`src/rtl/uart_pkg.sv`:
```
// Shared UART definitions: FSM state encoding, data width and default bit period.
// Used by both the transmit and receive paths.
package uart_pkg;

    typedef enum logic [2:0] {
        ST_IDLE   = 3'd0,
        ST_START  = 3'd1,
        ST_DATA   = 3'd2,
        ST_PARITY = 3'd3,
        ST_STOP   = 3'd4
    } uart_state_e;

    localparam int UART_DATA_BITS    = 8;
    // 50 MHz system clock / 115200 baud
    localparam int UART_CLKS_PER_BIT = 434;

endpackage

```
`src/rtl/uart_baud_tick.sv`:
```
// Bit-period counter: counts 0..N-1 and wraps, pulsing tick at N-1.
// clear holds the count at zero so the first bit of a frame is a full period.
module uart_baud_tick
    import uart_pkg::*;
#(
    parameter int CLKS_PER_BIT = UART_CLKS_PER_BIT
) (
    input  logic clk,
    input  logic rst,
    input  logic clear,
    output logic tick
);

    localparam int CNT_W = (CLKS_PER_BIT > 1) ? $clog2(CLKS_PER_BIT) : 1;
    localparam logic [CNT_W-1:0] CNT_LAST = CNT_W'(CLKS_PER_BIT - 1);

    logic [CNT_W-1:0] cnt_q;
    logic [CNT_W-1:0] cnt_d;

    assign tick = (cnt_q == CNT_LAST);

    always_comb begin
        cnt_d = cnt_q + 1'b1;
        if (clear || tick) begin
            cnt_d = '0;
        end
    end

    always_ff @(posedge clk) begin
        if (rst) begin
            cnt_q <= '0;
        end else begin
            cnt_q <= cnt_d;
        end
    end

endmodule

```
`src/rtl/uart_tx.sv`:
```
// UART transmitter: one byte per tx_req, sent LSB first as 8N1, or 8E1 when
// built with UART_TX_PARITY_EN and par_en is set at acceptance.
module uart_tx
    import uart_pkg::*;
#(
    parameter int CLKS_PER_BIT = UART_CLKS_PER_BIT
) (
    input  logic                      clk,
    input  logic                      rst,
    input  logic                      tx_req,
    input  logic [UART_DATA_BITS-1:0] tx_data,
    input  logic                      par_en,
    output logic                      tx,
    output logic                      tx_busy,
    output logic                      tx_end,
    output uart_state_e               dbg_state
);

    localparam int BIT_CNT_W = $clog2(UART_DATA_BITS);
    localparam logic [BIT_CNT_W-1:0] BIT_LAST = BIT_CNT_W'(UART_DATA_BITS - 1);

    uart_state_e                 state_q, state_d;
    logic [UART_DATA_BITS-1:0]   shift_q, shift_d;
    logic [BIT_CNT_W-1:0]        bit_cnt_q, bit_cnt_d;
    logic                        tx_q, tx_d;
    logic                        baud_clear;
    logic                        baud_tick;

`ifdef UART_TX_PARITY_EN
    logic par_flag_q, par_flag_d;
    logic par_bit_q, par_bit_d;
`else
    logic unused_par_en;
    assign unused_par_en = par_en;
`endif

    // Counter is held at zero while idle so acceptance starts a fresh bit period.
    assign baud_clear = (state_q == ST_IDLE);

    uart_baud_tick #(
        .CLKS_PER_BIT(CLKS_PER_BIT)
    ) u_baud (
        .clk  (clk),
        .rst  (rst),
        .clear(baud_clear),
        .tick (baud_tick)
    );

    always_comb begin
        state_d   = state_q;
        shift_d   = shift_q;
        bit_cnt_d = bit_cnt_q;
`ifdef UART_TX_PARITY_EN
        par_flag_d = par_flag_q;
        par_bit_d  = par_bit_q;
`endif
        case (state_q)
            ST_IDLE: begin
                if (tx_req) begin
                    state_d   = ST_START;
                    shift_d   = tx_data;
                    bit_cnt_d = '0;
`ifdef UART_TX_PARITY_EN
                    par_flag_d = par_en;
                    par_bit_d  = ^tx_data;
`endif
                end
            end
            ST_START: begin
                if (baud_tick) begin
                    state_d   = ST_DATA;
                    bit_cnt_d = '0;
                end
            end
            ST_DATA: begin
                if (baud_tick) begin
                    shift_d = shift_q >> 1;
                    if (bit_cnt_q == BIT_LAST) begin
`ifdef UART_TX_PARITY_EN
                        state_d = par_flag_q ? ST_PARITY : ST_STOP;
`else
                        state_d = ST_STOP;
`endif
                    end else begin
                        bit_cnt_d = bit_cnt_q + 1'b1;
                    end
                end
            end
`ifdef UART_TX_PARITY_EN
            ST_PARITY: begin
                if (baud_tick) begin
                    state_d = ST_STOP;
                end
            end
`endif
            ST_STOP: begin
                if (baud_tick) begin
                    state_d = ST_IDLE;
                end
            end
            default: begin
                state_d = ST_IDLE;
            end
        endcase
    end

    // Line level follows the state being entered so tx changes on the bit boundary edge.
    always_comb begin
        tx_d = 1'b1;
        case (state_d)
            ST_START:  tx_d = 1'b0;
            ST_DATA:   tx_d = shift_d[0];
`ifdef UART_TX_PARITY_EN
            ST_PARITY: tx_d = par_bit_q;
`endif
            default:   tx_d = 1'b1;
        endcase
    end

    always_ff @(posedge clk) begin
        if (rst) begin
            state_q   <= ST_IDLE;
            shift_q   <= '0;
            bit_cnt_q <= '0;
            tx_q      <= 1'b1;
`ifdef UART_TX_PARITY_EN
            par_flag_q <= 1'b0;
            par_bit_q  <= 1'b0;
`endif
        end else begin
            state_q   <= state_d;
            shift_q   <= shift_d;
            bit_cnt_q <= bit_cnt_d;
            tx_q      <= tx_d;
`ifdef UART_TX_PARITY_EN
            par_flag_q <= par_flag_d;
            par_bit_q  <= par_bit_d;
`endif
        end
    end

    assign tx        = tx_q;
    assign tx_busy   = (state_q != ST_IDLE);
    assign tx_end    = (state_q == ST_STOP) && baud_tick;
    assign dbg_state = state_q;

endmodule

```
`config.mk`:
```
export PLATFORM = sky130hd
export DESIGN_NAME = uart_tx
export DESIGN_NICKNAME = d
export VERILOG_FILES = /design/src/rtl/uart_pkg.sv /design/src/rtl/uart_baud_tick.sv /design/src/rtl/uart_tx.sv
export SDC_FILE = /design/constraint.sdc
export NUM_CORES = 1
export LEC_CHECK = 0
export ABC_AREA = 1
export BUFFER_PORTS_ARGS = -buffer_cell sky130_fd_sc_hd__buf_2
export CAP_MARGIN = 20
export CORE_MARGIN = 5
export CORE_UTILIZATION = 38
export CTS_BUF_LIST = sky130_fd_sc_hd__clkbuf_16
export CTS_CLUSTER_DIAMETER = 80
export DETAILED_ROUTE_END_ITERATION = 7
export PLACE_DENSITY = 0.67
export SLEW_MARGIN = 20
export SYNTH_ARGS = -nofsm -noshare
export SYNTH_HDL_FRONTEND = slang
export SYNTH_SLANG_ARGS = --single-unit
```
`constraint.sdc`:
```
create_clock -name clk -period 1.2 [get_ports clk]
set_input_delay 0.12 -clock clk [delete_from_list [all_inputs] [get_ports clk]]
set_output_delay 0.12 -clock clk [all_outputs]
set_load 0.01 [all_outputs]
```
==> impl_results.html <==
<table>
<tr><th>Metric</th><th>Value</th></tr>
<tr><th colspan="2">Layout</th></tr>
<tr><td>Fill count</td><td>265</td></tr>
<tr><td>Layout cells sized above 1</td><td>44.6%</td></tr>
<tr><td>Post-layout net count</td><td>about 220</td></tr>
<tr><td>Area added between synthesis and finish</td><td>46.0%</td></tr>
<tr><td>Final std cells w/o fill</td><td>about 240</td></tr>
<tr><td>Final design instance area without fill</td><td>roughly 1700 um2</td></tr>
<tr><td>Number of antenna cells inserted</td><td>0</td></tr>
<tr><th colspan="2">Pwr</th></tr>
<tr><td>Highest ir drop seen on vdd</td><td>a little under 0.8 mV</td></tr>
<tr><td>Leakage dissipation</td><td>approximately 0.8 nW</td></tr>
<tr><td>Pwr/cell area</td><td>1070 nW/um2</td></tr>
<tr><th colspan="2">Timing</th></tr>
<tr><td>Final-report setup violation count</td><td>18</td></tr>
<tr><td>Post-route clock skew</td><td>roughly 1.7 ps</td></tr>
<tr><td>Worst slew margin relative to its limit</td><td>between 80% and 90%</td></tr>
<tr><td>Tightest Pin Transition</td><td>around 250 ps</td></tr>
<tr><td>Worst path setup slack after routing</td><td>-187 ps</td></tr>
<tr><td>Count of endpoints failing hold in the final timing report</td><td>0</td></tr>
<tr><td>Final setup TNS</td><td>-1970 ps</td></tr>
<tr><td>RSZ-0062 raised after global routing</td><td>yes</td></tr>
<tr><td>Fin. max-slew vios</td><td>0</td></tr>
<tr><td>Tmin final</td><td>around 1400 ps</td></tr>
<tr><td>Fmax</td><td>between 0.7 and 0.8 GHz</td></tr>
<tr><td>Period utilisation layout</td><td>116%</td></tr>
<tr><th colspan="2">Status</th></tr>
<tr><td>Run status</td><td>finished with violations</td></tr>
<tr><td>Violated checks</td><td>setup timing</td></tr>
<tr><th colspan="2">Yosys</th></tr>
<tr><td>Post-synth ARST share</td><td>0%</td></tr>
<tr><td>Warning count from the yosys run</td><td>0</td></tr>
<tr><td>Synth Cell Area</td><td>1150 um2</td></tr>
<tr><td>Largest cells by area after synthesis</td><td>sky130_fd_sc_hd__dfxtp_1, sky130_fd_sc_hd__nand2_1, sky130_fd_sc_hd__nor2_1, sky130_fd_sc_hd__a21oi_1, sky130_fd_sc_hd__ha_1</td></tr>
<tr><td>Synthesized instance count</td><td>160</td></tr>
<tr><td>Yosys cell types</td><td>23</td></tr>
<tr><td>Post-Syn Area per Cell</td><td>7.16 um2</td></tr>
<tr><td>Largest area contributor in the netlist</td><td>sky130_fd_sc_hd__dfxtp_1</td></tr>
<tr><td>Most used standard cell by instance count after synthesis</td><td>sky130_fd_sc_hd__nand2_1</td></tr>
<tr><td>Mapped Nets</td><td>between 150 and 200</td></tr>
<tr><td>Number of enable-type register cells in the synthesized netlist</td><td>0</td></tr>
<tr><td>Sequential-to-total area share from yosys stat</td><td>a little over two fifths</td></tr>
<tr><td>Share of the synthesized area in the top cell type</td><td>between 40% and 50%</td></tr>
<tr><td>Top cells by instance count after synthesis</td><td>sky130_fd_sc_hd__nand2_1, sky130_fd_sc_hd__nor2_1, sky130_fd_sc_hd__dfxtp_1, sky130_fd_sc_hd__a21oi_1, sky130_fd_sc_hd__inv_1</td></tr>
<tr><td>Most used flip-flop cell after synthesis</td><td>sky130_fd_sc_hd__dfxtp_1</td></tr>
<tr><td>Flops &amp; latches, synth</td><td>24</td></tr>
<tr><th colspan="2">Worst setup path</th></tr>
<tr><td>Required @ worst endpoint</td><td>approximately 1100 ps</td></tr>
<tr><td>Crit-path cells</td><td>inv_2 -&gt; ha_4 -&gt; nand2_4 -&gt; nor2_4 -&gt; nand2_4 -&gt; nor2_2 -&gt; buf_2</td></tr>
<tr><td>Arrival time worst endpoint</td><td>around 1300 ps</td></tr>
<tr><td>Buffers &amp; Inverters on Critical Path</td><td>2</td></tr>
<tr><td>Top delay family on crit path</td><td>simple AND/OR/NAND/NOR gates</td></tr>
<tr><td>Slowest cell delay on critical path</td><td>330 ps</td></tr>
<tr><td>Classification of the worst setup path</td><td>flip-flop to primary output</td></tr>
<tr><td>Setup slack of the worst register-to-register path</td><td>-180 ps</td></tr>
<tr><td>Slowest CP cell</td><td>sky130_fd_sc_hd__dfxtp_2</td></tr>
<tr><td>Startpoint of the worst-slack reg-to-reg timing path</td><td>u_baud.cnt_q[1]</td></tr>
<tr><td>Endpoint of the worst register-to-register path</td><td>shift_q[2]</td></tr>
<tr><td>Crit-path max FO</td><td>5</td></tr>
<tr><td>Sort of element at the start of the critical path</td><td>flip-flop</td></tr>
<tr><td>Worst setup path startpoint</td><td>u_baud.cnt_q[1]</td></tr>
<tr><td>Cell mode on critical path</td><td>sky130_fd_sc_hd__nand2_4</td></tr>
<tr><td>Number of cells on the worst reg-to-reg path</td><td>10</td></tr>
<tr><td>Total stage count of the critical path</td><td>7</td></tr>
<tr><td>Capturing element type of the critical path</td><td>primary output</td></tr>
<tr><th colspan="2">Floorplanning</th></tr>
<tr><td>Core Area</td><td>between 2000 and 3000 um2</td></tr>
<tr><td>Area of the die</td><td>between 4000 and 5000 um2</td></tr>
<tr><td>I/O pin total</td><td>18</td></tr>
<tr><td>Width of the chip</td><td>around 65 um</td></tr>
<tr><td>Site Rows</td><td>20</td></tr>
<tr><td>Initial standard-cell utilization of the core</td><td>about two fifths</td></tr>
<tr><td>DIE HEIGHT</td><td>approximately 65 um</td></tr>
<tr><th colspan="2">Clock tree</th></tr>
<tr><td>Clock Tree Buf Depth</td><td>2</td></tr>
<tr><td>Clk Tree Root Cell</td><td>sky130_fd_sc_hd__clkbuf_16</td></tr>
<tr><td>Clock-pin transition on the worst setup and hold timing paths</td><td>60 ps</td></tr>
<tr><td>Number of buffers added by the clock tree synthesis step</td><td>3</td></tr>
<tr><td>Number of sinks on the clock net</td><td>24</td></tr>
<tr><td>CTS H-tree depth</td><td>1</td></tr>
<tr><td>Worst-skew pair later-pin latency</td><td>roughly 250 ps</td></tr>
<tr><td>TritonCTS clock tree</td><td>built</td></tr>
<tr><td>Total of hold buffers inserted after clock tree synthesis</td><td>0</td></tr>
<tr><th colspan="2">Drt</th></tr>
<tr><td>Post-DRT Antenna Nets</td><td>0</td></tr>
<tr><td>Via count of the routed design</td><td>around 1100</td></tr>
<tr><td>Post-route DRC violation count</td><td>0</td></tr>
<tr><td>Vias per inst</td><td>about 4.8</td></tr>
<tr><td>First-iteration detailed-routing DRC count</td><td>27</td></tr>
<tr><td>Total wirelength of the detailed-routed design</td><td>2610 um</td></tr>
<tr><td>Post-DR wirelength/cell</td><td>roughly 11 um</td></tr>
<tr><td>Number of detailed-routing iterations run before antenna repair</td><td>4</td></tr>
<tr><th colspan="2">Placement</th></tr>
<tr><td>Cell Area, Placed</td><td>~1500 um2</td></tr>
<tr><td>Worst setup timing slack at the placement stage</td><td>-121 ps</td></tr>
<tr><td>Number of port buffers</td><td>16</td></tr>
<tr><td>Number of placed instances, taps included</td><td>about 230</td></tr>
<tr><td>Routability cong.</td><td>0.812</td></tr>
<tr><td>Final HPWL DP</td><td>between 1500 and 2000 um</td></tr>
<tr><th colspan="2">Min path</th></tr>
<tr><td>Source of the worst hold timing path</td><td>rst</td></tr>
<tr><td>Hold Path Stages</td><td>3</td></tr>
<tr><td>Class of the tightest hold or removal check</td><td>input port to flip-flop</td></tr>
<tr><td>Capture endpoint of the worst hold path</td><td>tx</td></tr>
<tr><th colspan="2">Global routing</th></tr>
<tr><td>Global-route wire length before repair</td><td>between 4000 and 5000 um</td></tr>
<tr><td>Maximum number of pins on one net before global-route repair</td><td>15</td></tr>
<tr><td>Via count of the first global-routing pass</td><td>between 1000 and 1500</td></tr>
<tr><td>Number of antenna violations at the first check in global routing</td><td>0</td></tr>
<tr><td>Total Routing Usage GR</td><td>a little over an eighth</td></tr>
<tr><td>Overflow left after global routing</td><td>0</td></tr>
<tr><th colspan="2">Run</th></tr>
<tr><td>Max_cap viols</td><td>0</td></tr>
</table>
==> final cells by class <==
cell class / count / area (um2) / share of cell area (%)
flip-flops and latches: 24 / 492 / 29.4
clock buffers: 3 / 75.1 / 4.49
repair buffers: 39 / 256 / 15.3
clock inverters: 1 / 3.75 / 0.224
multi-input cells: 117 / 727 / 43.5
well taps: 33 / 41.3 / 2.47
inverters: 18 / 77.6 / 4.64
==> per-layer routing <==
metal,vias up,part of all wire (%),track usage [%]
met3,0,4.4,3.81
met4,0,0,2.37
li1,597,-,-
met1,521,41,13.7
met5,-,0,0
met2,16,54,26.4
==> worst register-to-register path, stage by stage, from the launching register on <==
cell and delay (ps):
sky130_fd_sc_hd__dfxtp_2 330, sky130_fd_sc_hd__inv_2 60, sky130_fd_sc_hd__ha_4 130, sky130_fd_sc_hd__nand2_4 50
sky130_fd_sc_hd__nor2_4 130, sky130_fd_sc_hd__buf_6 120, sky130_fd_sc_hd__nand3_4 110, sky130_fd_sc_hd__nand2_4 110
sky130_fd_sc_hd__inv_8 60, sky130_fd_sc_hd__a21oi_2 130, sky130_fd_sc_hd__nor2_1 50
==> how the worst max path moves through the flow <==
stage,end
2_1_floorplan,u_baud.cnt_q[8]
5_1_grt,shift_q[2]
3_3_place_gp,u_baud.cnt_q[8]
4_1_cts,tx_end
6_report,tx_end
3_5_place_dp,shift_q[4]
==> registers in the layout, summed over array words and instances, names as in the netlist <==
signal,flops
shift_q,8
dbg_state,3
bit_cnt_q,3
u_baud.cnt_q,9
tx,1
==> power by group <==
group | switching [mW] | leakage (nW) | internal [mW] | total [mW]
clock | 0.269 | 0.0385 | 0.445 | 0.714
combinational | 0.121 | 0.548 | 0.100 | 0.221
sequential | 0.0269 | 0.199 | 0.833 | 0.860
==> logic make-up (layout without fill, tap and decap cells) <==
group,after synthesis,after routing,synth area share (%)
AO/OA/AOI/OAI,19,19,9.61
XOR/XNOR,3,3,2.29
adder cells (fa/ha/maj),4,4,4.37
buffers and inverters,19,61,6.22
flip-flops,24,24,41.9
AND/OR/NAND/NOR,91,91,35.6
==> through the flow <==
stage               power, mW  hold slack (ps)  util, %
floorplan               0.987              191        -
global placement         1.05              384     48.9
detailed placement       1.06              384     48.9
CTS                      1.80              114     54.6
global route             1.88              132     56.2
finish                   1.79              133     56.2
==> cell usage in the layout, fill, tap and decap left out, drive strengths merged <==
master	n
a211oi	1
a21oi	13
a31oi	1
buf	39
clkbuf	3
clkinv	1
dfxtp	24
ha	4
inv	18
nand2	43
nand3	11
nand4	1
nor2	32
nor3	2
nor3b	2
o21ai	1
o21bai	3
xnor2	1
xor2	2
==> what timing repair did <==
action                                  4_1_cts  5_1_grt
setup buffers                                 3        0
pin swaps                                     9        8
endpoints found under the setup margin       18       25
resized for setup                            18       17
No activity file was read; power rests on OpenSTA's default activity.
